### src/rtl/dino_game_controller.sv
//==============================================================================
// Module   : dino_game_controller
// Purpose  : Top-level game sequencer for the dino runner. Runs the
//            IDLE / RUNNING / GAME_OVER state machine, samples the collision
//            flag once per video frame, and keeps score, high score and
//            scroll speed for the obstacle mover.
// Ports    : clk        - system clock
//            rst_n      - asynchronous active-low reset
//            frame_tick - one-cycle pulse per video frame
//            jump_btn   - synchronised, debounced button level
//            collision  - combinational hit flag from collision detector
//            state      - 00 IDLE, 01 RUNNING, 10 GAME_OVER
//            run_en     - high while RUNNING (scroller / physics enable)
//            obj_clear  - one-cycle pulse at the first RUNNING cycle
//            score      - current score (binary, saturating)
//            hi_score   - best score since reset
//            speed      - scroll speed in pixels/frame
//            game_over  - high while in GAME_OVER
// Revision : 1.0 - initial release
//==============================================================================
`default_nettype none

module dino_game_controller #(
    parameter int SCORE_DIV   = 6,
    parameter int SCORE_MAX   = 9999,
    parameter int SPEED_INIT  = 4,
    parameter int SPEED_MAX   = 12,
    parameter int SPEED_STEP  = 100,
    parameter int HOLD_FRAMES = 30
) (
    input  logic        clk,
    input  logic        rst_n,
    input  logic        frame_tick,
    input  logic        jump_btn,
    input  logic        collision,
    output logic [1:0]  state,
    output logic        run_en,
    output logic        obj_clear,
    output logic [13:0] score,
    output logic [13:0] hi_score,
    output logic [3:0]  speed,
    output logic        game_over
);

    localparam int DIV_W  = (SCORE_DIV  > 1) ? $clog2(SCORE_DIV)  : 1;
    localparam int STEP_W = (SPEED_STEP > 1) ? $clog2(SPEED_STEP) : 1;
    localparam int HOLD_W = $clog2(HOLD_FRAMES + 1);

    localparam logic [DIV_W-1:0]  DIV_LAST    = DIV_W'(SCORE_DIV - 1);
    localparam logic [STEP_W-1:0] STEP_LAST   = STEP_W'(SPEED_STEP - 1);
    localparam logic [HOLD_W-1:0] HOLD_DONE   = HOLD_W'(HOLD_FRAMES);
    localparam logic [13:0]       SCORE_TOP   = 14'(SCORE_MAX);
    localparam logic [3:0]        SPEED_START = 4'(SPEED_INIT);
    localparam logic [3:0]        SPEED_TOP   = 4'(SPEED_MAX);

    typedef enum logic [1:0] {
        ST_IDLE      = 2'b00,
        ST_RUNNING   = 2'b01,
        ST_GAME_OVER = 2'b10
    } state_t;

    state_t              cur_state;
    state_t              nxt_state;
    logic                btn_q;
    logic                btn_rise;
    logic                start_run;
    logic                hit;
    logic [DIV_W-1:0]    div_cnt;
    logic [STEP_W-1:0]   step_cnt;
    logic [HOLD_W-1:0]   hold_cnt;

    // Only a fresh press counts; a held level never retriggers a run.
    assign btn_rise = jump_btn & ~btn_q;
    assign state    = cur_state;

    //--------------------------------------------------------------------------
    // State register
    //--------------------------------------------------------------------------
    always_ff @(posedge clk or negedge rst_n) begin
        if (!rst_n) begin
            cur_state <= ST_IDLE;
        end else begin
            cur_state <= nxt_state;
        end
    end

    //--------------------------------------------------------------------------
    // Next-state logic. start_run marks the edge that begins a run (from
    // IDLE or after the GAME_OVER hold-off); hit marks a frame-sampled
    // collision, which takes priority over any score update on that tick.
    //--------------------------------------------------------------------------
    always_comb begin
        nxt_state = cur_state;
        start_run = 1'b0;
        hit       = 1'b0;
        case (cur_state)
            ST_IDLE: begin
                if (btn_rise) begin
                    nxt_state = ST_RUNNING;
                    start_run = 1'b1;
                end
            end
            ST_RUNNING: begin
                if (frame_tick && collision) begin
                    nxt_state = ST_GAME_OVER;
                    hit       = 1'b1;
                end
            end
            ST_GAME_OVER: begin
                if (btn_rise && (hold_cnt == HOLD_DONE)) begin
                    nxt_state = ST_RUNNING;
                    start_run = 1'b1;
                end
            end
            default: begin
                // Encoding 11 is unreachable; fall back to IDLE.
                nxt_state = ST_IDLE;
            end
        endcase
    end

    //--------------------------------------------------------------------------
    // Registered outputs and game counters
    //--------------------------------------------------------------------------
    always_ff @(posedge clk or negedge rst_n) begin
        if (!rst_n) begin
            btn_q     <= 1'b0;
            run_en    <= 1'b0;
            obj_clear <= 1'b0;
            game_over <= 1'b0;
            score     <= '0;
            hi_score  <= '0;
            speed     <= SPEED_START;
            div_cnt   <= '0;
            step_cnt  <= '0;
            hold_cnt  <= '0;
        end else begin
            btn_q     <= jump_btn;
            // Output flags follow the next state so they change on the same
            // edge as the state register.
            obj_clear <= start_run;
            run_en    <= (nxt_state == ST_RUNNING);
            game_over <= (nxt_state == ST_GAME_OVER);

            if (start_run) begin
                score    <= '0;
                speed    <= SPEED_START;
                div_cnt  <= '0;
                step_cnt <= '0;
            end else if (hit) begin
                hold_cnt <= '0;
                if (score > hi_score) begin
                    hi_score <= score;
                end
            end else if ((cur_state == ST_RUNNING) && frame_tick) begin
                if (div_cnt == DIV_LAST) begin
                    div_cnt <= '0;
                    // At the score ceiling the step counter freezes too.
                    if (score < SCORE_TOP) begin
                        score <= score + 14'd1;
                        if (step_cnt == STEP_LAST) begin
                            step_cnt <= '0;
                            if (speed < SPEED_TOP) begin
                                speed <= speed + 4'd1;
                            end
                        end else begin
                            step_cnt <= step_cnt + 1'b1;
                        end
                    end
                end else begin
                    div_cnt <= div_cnt + 1'b1;
                end
            end else if ((cur_state == ST_GAME_OVER) && frame_tick &&
                         (hold_cnt != HOLD_DONE)) begin
                hold_cnt <= hold_cnt + 1'b1;
            end
        end
    end

endmodule

`default_nettype wire

### config.mk
export PLATFORM = sky130hd
export DESIGN_NAME = dino_game_controller
export DESIGN_NICKNAME = d
export VERILOG_FILES = /design/src/rtl/dino_game_controller.sv
export SDC_FILE = /design/constraint.sdc
export NUM_CORES = 1
export LEC_CHECK = 0
export ABC_CLOCK_PERIOD_IN_PS = 2860
export CORE_ASPECT_RATIO = 0.9
export CORE_MARGIN = 2
export CORE_UTILIZATION = 35
export DETAILED_ROUTE_END_ITERATION = 7
export HOLD_SLACK_MARGIN = 0.06
export SYNTH_ARGS = -nofsm -noshare
export SYNTH_HDL_FRONTEND = slang
export SYNTH_SLANG_ARGS = --single-unit
### constraint.sdc
create_clock -name clk -period 2.86 [get_ports clk]
set_clock_uncertainty 0.2 [all_clocks]
set_input_delay 0.286 -clock clk [delete_from_list [all_inputs] [get_ports clk]]
set_output_delay 0.286 -clock clk [all_outputs]
set_load 0.05 [all_outputs]
==> results.md, run 1 <==
* Status: finished clean
* Total clock sinks at 53
* Share of the clock period used by the worst path at approximately 85%
* Kind of path behind the tightest hold check: in2reg
* Synthesized area at ~3200 sq um
* Xor and xnor area share after synthesis at ~3.9%
* Vertical extent of the die at roughly 94 microns
* Chip Width at between 100 and 150 microns
* Initial antenna violation count at 0
* Total core area at a little under 9000 sq um
* Routability Congestion at 0.876
* Total negative slack for setup checks at 0 ps
* Least-Margin Pin Slew at between 500 and 600 ps
* Seq/Total Area, Yosys at between 40 and 50%
* Async S/R FF share, synth at 100%
* Final wirelength at 7970 microns
* Post-Layout Cell Count at between 500 and 600
* Final routed wire length divided by cell count at between 15 and 20 microns
* Top achievable clock speed at around 410 MHz
* Cell types with the largest area share after synthesis: sky130_fd_sc_hd__dfrtp_1 (41%), sky130_fd_sc_hd__ha_1 (7.5%), sky130_fd_sc_hd__nand2_1 (4.0%)
* Distinct cells, synth at between 50 and 60
* GRT Overall Usage at around 17%
* Number of slew-limit violations in the final report at 0
* First-pass detailed-route iteration total at 4
* Final core utilization at 44.8%
* Htree depth at 2
* Number of input and output port buffers inserted at slightly above 40
* Clock root buffer: sky130_fd_sc_hd__clkbuf_8
* Number of global-route vias before repair at roughly 2800
* Setup crit end kind: register
* TritonCTS clock tree: yes
* Ratio of total power to cell area at about 430 nW/um^2
* Critical path peak fanout at 11
* Number of enable flip-flop cells after synthesis at 0
* Arr. time, crit path at around 2400 ps
* Fin worst setup slack at between 400 and 500 ps
* DP Cell Count at between 400 and 500
* Global-route wire length before repair at between 10000 and 15000 microns
* Setup slack at placement at roughly 360 ps
* Library cell occupying the most area in the post-synthesis netlist: sky130_fd_sc_hd__dfrtp_1
* Number of warning messages in the yosys log at 0
* Setup repair after global routing missed its margin: no
* Maximum number of buffers from clock root to sink at 2
* Data required, critical path at 2860 ps
* Final net count at roughly 410
* Setup bufs post-CTS at 0
* Proportion of netlist area held by the largest area contributor at a little over 40%
* Crit Path Class: reg2reg
* Most frequent cells after synthesis: sky130_fd_sc_hd__dfrtp_1 (52), sky130_fd_sc_hd__nand2_1 (34), sky130_fd_sc_hd__nor2_1 (24)
* Global-route congestion overflow total at 0
* Area overhead of the layout relative to synthesis at 23.1%
* Starting density of the core at a little over a third
* Kind of launch point of the worst setup path: register
* Gate Count Post-Synth at 327
* Combinational Power Share at between 20% and 30%
* CTS Buf Count at 5
* Number of DRC violations after detailed-routing iteration 0 at 157
* Headroom to the max-slew limit at about 62%
* Post-cts repair resize count at 0
* Remaining antenna violation count after routing at 0
* Max-capacitance violation count at 0
* Switching fraction of total power at 33.9%
* Number of storage elements in the synthesis netlist at 53
* Die ar. at roughly 9800 sq um
* Via/cell ratio at 5.44
* Layout cells sized above 1 at about an eighth
* Largest family of logic cells by synthesized area: simple AND/OR/NAND/NOR gates
* Pleak at about 1.6 nW
* Clock Latency Late Sink at between 300 and 400 ps
* Post-CTS Hold Buffers at 1
* Internal power at between 1 and 1.5 mW
* Total vias in the final route at between 2000 and 3000
* Synth Area in Adders at between 7 and 8%
* Register share of total power at around 51%
* Area fraction in compound gates after synthesis at between 10% and 20%
* Number of top-level pins at 42
* Clock network fraction of design power at around a quarter
* Estimated wirelength of the detail-placed design at roughly 5800 microns
* Simple-gate share of the synthesized area at 21.3%
* Clock-pin slew on the worst setup and hold paths at ~100 ps
* Top flip-flop cell by instance count after synthesis: sky130_fd_sc_hd__dfrtp_1
* Mux contribution to synthesized area at less than 1%
* Syn Nets at roughly 350
* Most common cell in the netlist: sky130_fd_sc_hd__dfrtp_1
* Number of failing hold endpoints at the final stage at 0
* Number of antenna cells inserted at 0
* Peak ir drop on the vdd network at about 170 uV
* Design Power at about 1.7 mW
* Count of endpoints failing setup in the final report at 0
* Shortest clock period the worst path allows after layout at 2430 ps
* Synthesized area per cell at slightly below 10 sq um
* Psw at 572 uW
* Count of unresolved DRC violations after routing at 0
* Row Count at 32
* Maximum number of pins on one net before global-route repair at 30
-- power by group through the flow --
stage          logic [mW]  registers, mW  clock network, mW
2_1_floorplan       0.154          0.978                  0
3_3_place_gp        0.391          0.876                  0
3_5_place_dp        0.395          0.879                  0
4_1_cts             0.398          0.864              0.443
5_1_grt             0.428          0.874              0.471
6_report            0.392          0.863              0.430
-- logic make-up after synthesis --
logic type      Yosys count
simple gates            121
compound gates           80
flops                    53
buf+inv                  37
fa+ha+maj                19
xor+xnor                 14
mux                       3
-- critical path, cell delays in order, from the launching register on --
cell and delay, ps:
sky130_fd_sc_hd__dfrtp_1 480, sky130_fd_sc_hd__ha_1 340, sky130_fd_sc_hd__nand4_1 140, sky130_fd_sc_hd__or4_1 570, sky130_fd_sc_hd__and2_1 350, sky130_fd_sc_hd__nand2_1 160, sky130_fd_sc_hd__o21ai_1 70
-- path summary, 6_finish.rpt --
kind	start	end	slack (ps)	depth (start not counted)
worst max-delay path	score[13]	hi_score[1]	430	6
worst min-delay path	jump_btn	btn_q	270	1
worst max register to register	score[13]	hi_score[1]	430	6
worst min register to register	step_cnt[5]	step_cnt[5]	330	1
max in group asynchronous	rst_n	speed[2]	1320	3
min in group asynchronous	rst_n	hi_score[12]	290	2
-- final cells by class --
type,instances,area (sq um)
fill,849,4800
multi-input combinational,237,1680
sequential,53,1330
timing repair buffer,63,573
tap,119,149
inverter,21,78.8
clock buffer,7,76.3
clock inverter,1,7.51
-- sequential cells by signal, summed over array words and instances (netlist names), 2 cells and up --
register / flops
hi_score: 14
div_cnt: 3
hold_cnt: 5
speed: 4
score: 14
step_cnt: 7
state: 2
-- stage by stage --
step	hold slack, ps	cell area [sq um]
after floorplan	-210	3160
after global placement	126	3790
after detailed placement	122	3790
after CTS	260	3890
after global routing	271	3890
final	266	3890
-- placed cells by master, fill, tap and decap left out, types with 4 or more instances in the layout --
cell                              instances
sky130_fd_sc_hd__nand2_1                 34
sky130_fd_sc_hd__a32oi_1                 12
sky130_fd_sc_hd__dfrtp_1                 52
sky130_fd_sc_hd__nor2_1                  24
sky130_fd_sc_hd__inv_1                   20
sky130_fd_sc_hd__a2111oi_0               14
sky130_fd_sc_hd__nand3_1                 14
sky130_fd_sc_hd__o21ai_1                 12
sky130_fd_sc_hd__buf_4                   21
sky130_fd_sc_hd__ha_1                    19
sky130_fd_sc_hd__nor2b_1                  4
sky130_fd_sc_hd__clkbuf_8                 5
sky130_fd_sc_hd__nand4_1                  9
sky130_fd_sc_hd__xnor2_1                 11
sky130_fd_sc_hd__o21ai_0                  6
sky130_fd_sc_hd__and3_1                   7
sky130_fd_sc_hd__clkdlybuf4s50_1         40
sky130_fd_sc_hd__a21oi_1                 11
sky130_fd_sc_hd__a31oi_1                  5
-- per-layer routing --
layer	wire length [microns]	vias to the layer above	part of all wire [%]	GRT usage [%]
met1	4040	1312	51	24.8
met5	0	-	0	0
li1	-	1320	-	-
met4	8	0	0.10	4.62
met2	3440	89	43	25.7
met3	478	2	6.0	3.95
(Power assumes the default switching activity.)
==> inputs of run 2 (changes only) <==
- ABC_CLOCK_PERIOD_IN_PS: 2860 -> 2300
- clock period: 2.86 -> 2.3 ns (I/O delays scaled with it)
==> results.md, run 2 (synthesis results as in run 1) <==
* Status: finished clean
* GRT Overall Usage at 17.1% (-0.043 points)
* Layout cells sized above 1 at 28.5% (+16 points)
* Remaining antenna violation count after routing at 0 (unchanged)
* Clock-pin slew on the worst setup and hold paths at 100 ps (about the same)
* Arr. time, crit path at 2230 ps (-200 ps)
* WHS Path Cells at 1 (unchanged)
* Kind of path behind the tightest hold check: in2reg
* Count of unresolved DRC violations after routing at 0 (unchanged)
* Data required, critical path at 2310 ps (-550 ps)
* Design Power at 2.26 mW (+34%)
* Number of slew-limit violations in the final report at 0 (unchanged)
* Final wirelength at 8200 microns (+2.9%)
* Clock Latency Late Sink at 310 ps (about the same)
* Share of the clock period used by the worst path at 96.5% (+11 points)
* Critical path peak fanout at 11 (unchanged)
* Switching fraction of total power at 31.8% (-2.2 points)
* Setup repair after global routing missed its margin: yes
* Setup slack, reg-to-reg at 80 ps (-350 ps)
* Count of endpoints failing setup in the final report at 0 (unchanged)
* Die ar. at 9800 sq um (unchanged)
* Estimated wirelength of the detail-placed design at 5890 microns (+1.6%)
* Row Count at 32 (unchanged)
* Total clock sinks at 53 (unchanged)
* Top achievable clock speed at 451 MHz (+9.6%)
* Largest regs: hi_score x14, score x14, step_cnt x7
* TritonCTS clock tree: yes
* Maximum number of buffers from clock root to sink at 2 (unchanged)
* GR Util met1 at 23.6% (-1.2 points)
* Chip Width at 104 microns (unchanged)
* Slowest Stage Delay on Critical Path at 500 ps (-70 ps)
* Total core area at 8690 sq um (unchanged)
* Leading cell type in the layout, fill and taps excluded: sky130_fd_sc_hd__buf_4
* CTS Buf Count at 5 (unchanged)
* Psw at 718 uW (+26%)
* Combinational Power Share at 22.7% (-0.6 points)
* Area overhead of the layout relative to synthesis at 35.0%
* Fraction of met3 tracks used by global routing at 2.70% (-1.2 points)
* Most utilized layer in the global route result: met2
* Standard cell with the maximum stage delay on the critical path: sky130_fd_sc_hd__dfrtp_4
* Clock network fraction of design power at 29.8% (+4.3 points)
* Pleak at 1.69 nW (+7.0%)
* Initial antenna violation count at 0 (unchanged)
* GR Util met2 at 27.9% (+2.2 points)
* Shortest clock period the worst path allows after layout at 2220 ps (-212 ps)
* Final routed wire length divided by cell count at 15.7 microns (-1.4%)
* Hold_ws at 196 ps (-70.5 ps)
* Clock root buffer: sky130_fd_sc_hd__clkbuf_8
* Setup crit end kind: register
* Global-route congestion overflow total at 0 (unchanged)
* Total vias in the final route at 2840 (+4.3%)
* Number of antenna cells inserted at 0 (unchanged)
* Htree depth at 2 (unchanged)
* Number of top-level pins at 42 (unchanged)
* First-pass detailed-route iteration total at 4 (unchanged)
* Number of global-route vias before repair at 2708 (-2.2%)
* Fin worst setup slack at 81.5 ps (-348 ps)
* Final net count at 427 (+5.4%)
* Commonest cells after routing, fill and taps aside: sky130_fd_sc_hd__buf_4 (41), sky130_fd_sc_hd__clkdlybuf4s50_1 (40), sky130_fd_sc_hd__nand2_1 (34)
* Number of failing hold endpoints at the final stage at 0 (unchanged)
* Global-route wire length before repair at 13400 microns (-1.7%)
* Starting density of the core at 36.3% (unchanged)
* Crit Path Class: reg2reg
* Kind of launch point of the worst setup path: register
* Number of input and output port buffers inserted at 41 (unchanged)
* Setup slack at placement at -44.6 ps (-401 ps)
* Peak ir drop on the vdd network at 231 uV (+37%)
* Maximum number of pins on one net before global-route repair at 54 (+80%)
* Internal power at 1.54 mW (+39%)
* Number of DRC violations after detailed-routing iteration 0 at 95 (-39%)
* Routability Congestion at 0.823 (-6.1%)
* Vertical extent of the die at 94.1 microns (unchanged)
* Max-capacitance violation count at 0 (unchanged)
* Critical path cell sequence: ha_4 > nand4_1 > buf_4 > a2111o_1 > and3_4 > o311ai_2
* Ratio of total power to cell area at 530 nW/um^2 (+22%)
* R2r worst-path depth at 6 (unchanged)
* Via/cell ratio at 5.43 (about the same)
* Least-Margin Pin Slew at 523 ps (-51.0 ps)
* Headroom to the max-slew limit at 65.1% (+3.4 points)
* Register share of total power at 47.6% (-3.6 points)
==> run 2: cell count changes in the layout (fill, tap and decap cells not counted), moves of 2 or more <==
cell,previous run,this run
sky130_fd_sc_hd__a2111oi_0,14,8
sky130_fd_sc_hd__a2111oi_1,0,5
sky130_fd_sc_hd__a32oi_1,12,10
sky130_fd_sc_hd__a32oi_2,0,2
sky130_fd_sc_hd__buf_4,21,41
sky130_fd_sc_hd__dfrtp_1,52,26
sky130_fd_sc_hd__dfrtp_2,0,25
sky130_fd_sc_hd__ha_1,19,15
sky130_fd_sc_hd__ha_4,0,4
sky130_fd_sc_hd__inv_1,20,15
sky130_fd_sc_hd__inv_2,0,5
sky130_fd_sc_hd__o311ai_1,2,0
sky130_fd_sc_hd__o311ai_2,0,2
==> run 2: power by group through the flow <==
stage               sequential, mW  clock [mW]  combinational (mW)
floorplan                     1.22           0               0.191
global placement              1.09           0               0.500
detailed placement            1.09           0               0.507
CTS                           1.08       0.693               0.510
global route                  1.09       0.722               0.558
finish                        1.08       0.673               0.512
==> run 2: path summary, 6_finish.rpt <==
path,to,startpoint
worst max-delay path,hi_score[0],score[7]
worst min-delay path,btn_q,jump_btn
worst max register to register,hi_score[0],score[7]
worst min register to register,step_cnt[6],step_cnt[6]
max in group asynchronous,speed[2],rst_n
min in group asynchronous,step_cnt[6],rst_n
==> run 2: area by class of cell <==
| type | instances | area [sq um] |
|---|---|---|
| Clock buffer | 7 | 86.3 |
| Clock inverter | 1 | 30.0 |
| Fill cell | 831 | 4420 |
| Inverter | 21 | 78.8 |
| Multi-Input combinational cell | 237 | 1800 |
| Sequential cell | 53 | 1360 |
| Tap cell | 119 | 149 |
| Timing Repair Buffer | 85 | 754 |
==> run 2: timing repair <==
item | in CTS | in global routing
hold buffers | 1 | 0
hold endpoints to repair | 53 | 0
buffers inserted | 0 | 5
setup endpoints to repair | 0 | 22
gates resized for setup | 0 | 19
==> run 2: metrics by stage <==
step	utilization, %	TNS, ps	instance area (sq um)	cells
after detailed placement	46.4	-85.9	4030	509
after floorplan	-	0	3250	327
final	49.1	0	4260	523
after global placement	46.4	-45.9	4030	509
after CTS	47.8	0	4160	518
after global routing	49.1	-39.4	4260	523
==> run 2: worst max-delay path, delay by kind of cell, from the launching register on <==
kind            cells  cell delay (ps)
compound gates      2              650
fa+ha+maj           1              270
buf+inv             1              150
flops               1              500
simple gates        2              350
==> run 2: per-layer routing <==
layer | part of all wire (%) | up-vias
met3 | 5.0 | 7
li1 | - | 1364
met4 | 0.82 | 0
met2 | 46 | 63
met5 | 0 | -
met1 | 48 | 1406
==> inputs of run 3 (changes only) <==
- CTS_CLUSTER_SIZE: unset -> 25
- MAX_ROUTING_LAYER: unset -> met4
==> results.md, run 3 (synthesis results as in run 1) <==
* Capture endpoint of the worst hold path: btn_q
* Slowest Stage Delay on Critical Path at 500 ps (about the same)
* Clock-pin slew on the worst setup and hold paths at 90 ps (about the same)
* Beginning of the worst hold path: jump_btn
* Final net count at 427 (unchanged)
* GR Util met2 at 28.1% (+0.16 points)
* Launching point of the worst reg2reg path: score[7]
* Max-capacitance violation count at 0 (unchanged)
* Final routed wire length divided by cell count at 15.6 microns (-0.43%)
* CP bufs+invs at 1 (unchanged)
* Peak ir drop on the vdd network at 231 uV (about the same)
* Psw at 715 uW (-0.41%)
* Global-route congestion overflow total at 0 (unchanged)
* Via/cell ratio at 5.33 (-1.9%)
* Total vias in the final route at 2787 (-1.9%)
* Switching fraction of total power at 31.7% (-0.087 points)
* Count of endpoints failing setup in the final report at 0 (unchanged)
* Critical path origin: score[7]
* Area occupied by multi-input gates at 1800 sq um (unchanged)
* Design Power at 2.26 mW (-0.13%)
* Pleak at 1.69 nW (unchanged)
* Htree depth at 2 (unchanged)
* Maximum number of buffers from clock root to sink at 2 (unchanged)
* Top achievable clock speed at 452 MHz (+0.21%)
* Setup repair after global routing missed its margin: yes
* Remaining antenna violation count after routing at 0 (unchanged)
* Largest regs: hi_score x14, score x14, step_cnt x7
* Internal power at 1.54 mW (about the same)
* Post-Layout Inst Area at 4260 sq um (unchanged)
* Number of slew-limit violations in the final report at 0 (unchanged)
* Number of DRC violations after detailed-routing iteration 0 at 107 (+13%)
* Status: finished clean
* Die ar. at 9800 sq um (unchanged)
* Critical path cell sequence: ha_4 > nand4_1 > buf_4 > a2111o_1 > and3_4 > o311ai_2
* Number of antenna cells inserted at 0 (unchanged)
* Arr. time, crit path at 2230 ps (about the same)
* Number of failing hold endpoints at the final stage at 0 (unchanged)
* Leading cell type in the layout, fill and taps excluded: sky130_fd_sc_hd__buf_4
* Crit Path Class: reg2reg
* Post-Layout Cell Count at 523 (unchanged)
* Total clock sinks at 53 (unchanged)
* Clock root buffer: sky130_fd_sc_hd__clkbuf_8
* Maximum number of pins on one net before global-route repair at 54 (unchanged)
* Storage cell area at 1360 sq um (unchanged)
* Routability Congestion at 0.835 (+1.5%)
* R2r worst-path depth at 6 (unchanged)
* Area overhead of the layout relative to synthesis at 35.0% (unchanged)
* GR Util met1 at 23.4% (-0.17 points)
* Layout cells sized above 1 at 28.5% (unchanged)
* Combinational Power Share at 22.6% (about the same)
* Setup crit end kind: register
* GRT Overall Usage at 17.5% (+0.44 points)
* Clock network fraction of design power at 29.7% (about the same)
* Gate family responsible for the most delay along the worst path: compound AO/OA/AOI/OAI gates
* Number of global-route vias before repair at 2706 (-0.074%)
* Total negative slack for setup checks at 0 ps (unchanged)
* Chip Width at 104 microns (unchanged)
* First-pass detailed-route iteration total at 4 (unchanged)
* Critical path peak fanout at 11 (unchanged)
* Count of unresolved DRC violations after routing at 0 (unchanged)
* Fill count at 831 (unchanged)
* Share of the clock period used by the worst path at 96.3% (-0.20 points)
* Final core utilization at 49.1% (unchanged)
* Commonest cells after routing, fill and taps aside: sky130_fd_sc_hd__buf_4 (41), sky130_fd_sc_hd__clkdlybuf4s50_1 (40), sky130_fd_sc_hd__nand2_1 (34)
* Data required, critical path at 2310 ps (about the same)
* Kind of launch point of the worst setup path: register
* Area after detailed placement at 4030 sq um (unchanged)
* Row Count at 32 (unchanged)
* Most utilized layer in the global route result: met2
* Kind of path behind the tightest hold check: in2reg
* Headroom to the max-slew limit at 65.0% (-0.16 points)
* Estimated wirelength of the detail-placed design at 5890 microns (unchanged)
* DP Cell Count at 509 (unchanged)
* Setup slack at placement at -44.6 ps (unchanged)
* Clock Latency Late Sink at 310 ps (about the same)
* Fraction of met3 tracks used by global routing at 2.57% (-0.14 points)
* TritonCTS clock tree: yes
* Reg-to-reg endpoint: hi_score[0]
* Starting density of the core at 36.3% (unchanged)
* Vertical extent of the die at 94.1 microns (unchanged)
* Initial antenna violation count at 0 (unchanged)
* Total core area at 8690 sq um (unchanged)
* WHS Path Cells at 1 (unchanged)
* Number of input and output port buffers inserted at 41 (unchanged)
* Ratio of total power to cell area at 530 nW/um^2 (-0.13%)
* Standard cell with the maximum stage delay on the critical path: sky130_fd_sc_hd__dfrtp_4
* Fin worst setup slack at 86.1 ps (+4.64 ps)
* Setup slack, reg-to-reg at 90 ps (about the same)
* CTS Buf Count at 5 (unchanged)
* Global-route wire length before repair at 13400 microns (about the same)
* Shortest clock period the worst path allows after layout at 2210 ps (-4.64 ps)
* Register share of total power at 47.6% (about the same)
* Least-Margin Pin Slew at 526 ps (+2.42 ps)
* Hold_ws at 193 ps (-2.33 ps)
* Number of top-level pins at 42 (unchanged)
* Final wirelength at 8170 microns (-0.43%)
==> run 3: cell counts in the layout (fill, tap and decap cells not counted) <==
Identical to the previous run, type by type.
==> run 3: final cells by class <==
class | instances | share of cell area (%)
Inverter | 21 | 1.85
Tap cell | 119 | 3.49
Sequential cell | 53 | 32.0
Clock inverter | 1 | 0.704
Multi-Input combinational cell | 237 | 42.3
Timing Repair Buffer | 85 | 17.7
Clock buffer | 7 | 2.02
==> run 3: routing by layer <==
metal  part of all wire [%]  vias up
met5                      0        -
met4                   0.88        0
met3                    3.4        7
met2                     46       49
met1                     50     1368
li1                       -     1363
==> run 3: timing repair <==
action / in CTS / in global routing
gates resized for setup: 0 / 19
hold buffers: 1 / 0
hold endpoints to repair: 53 / 0
endpoints found under the setup margin: 0 / 22
setup buffers: 0 / 5
==> run 3: how the worst max path moves through the flow <==
stage,slack [ps],end,depth (start not counted)
floorplan,3,hi_score[3],7
global placement,-20,score[3],6
detailed placement,-40,step_cnt[4],6
CTS,20,score[3],6
global route,-20,hi_score[5],7
finish,90,hi_score[0],6
==> run 3: worst register-to-register path, delay by kind of cell, from the launching register on <==
family | cells | cell delay (ps)
DFF | 1 | 500
buffers and inverters | 1 | 150
AOI/OAI and AO/OA | 2 | 650
adders and majority gates | 1 | 270
and+or+nand+nor | 2 | 350
==> run 3: power by group through the flow <==
stage	logic [mW]	clock network, mW	registers (mW)
2_1_floorplan	0.191	0	1.22
5_1_grt	0.557	0.722	1.09
4_1_cts	0.510	0.693	1.08
6_report	0.511	0.671	1.08
3_5_place_dp	0.507	0	1.09
3_3_place_gp	0.500	0	1.09
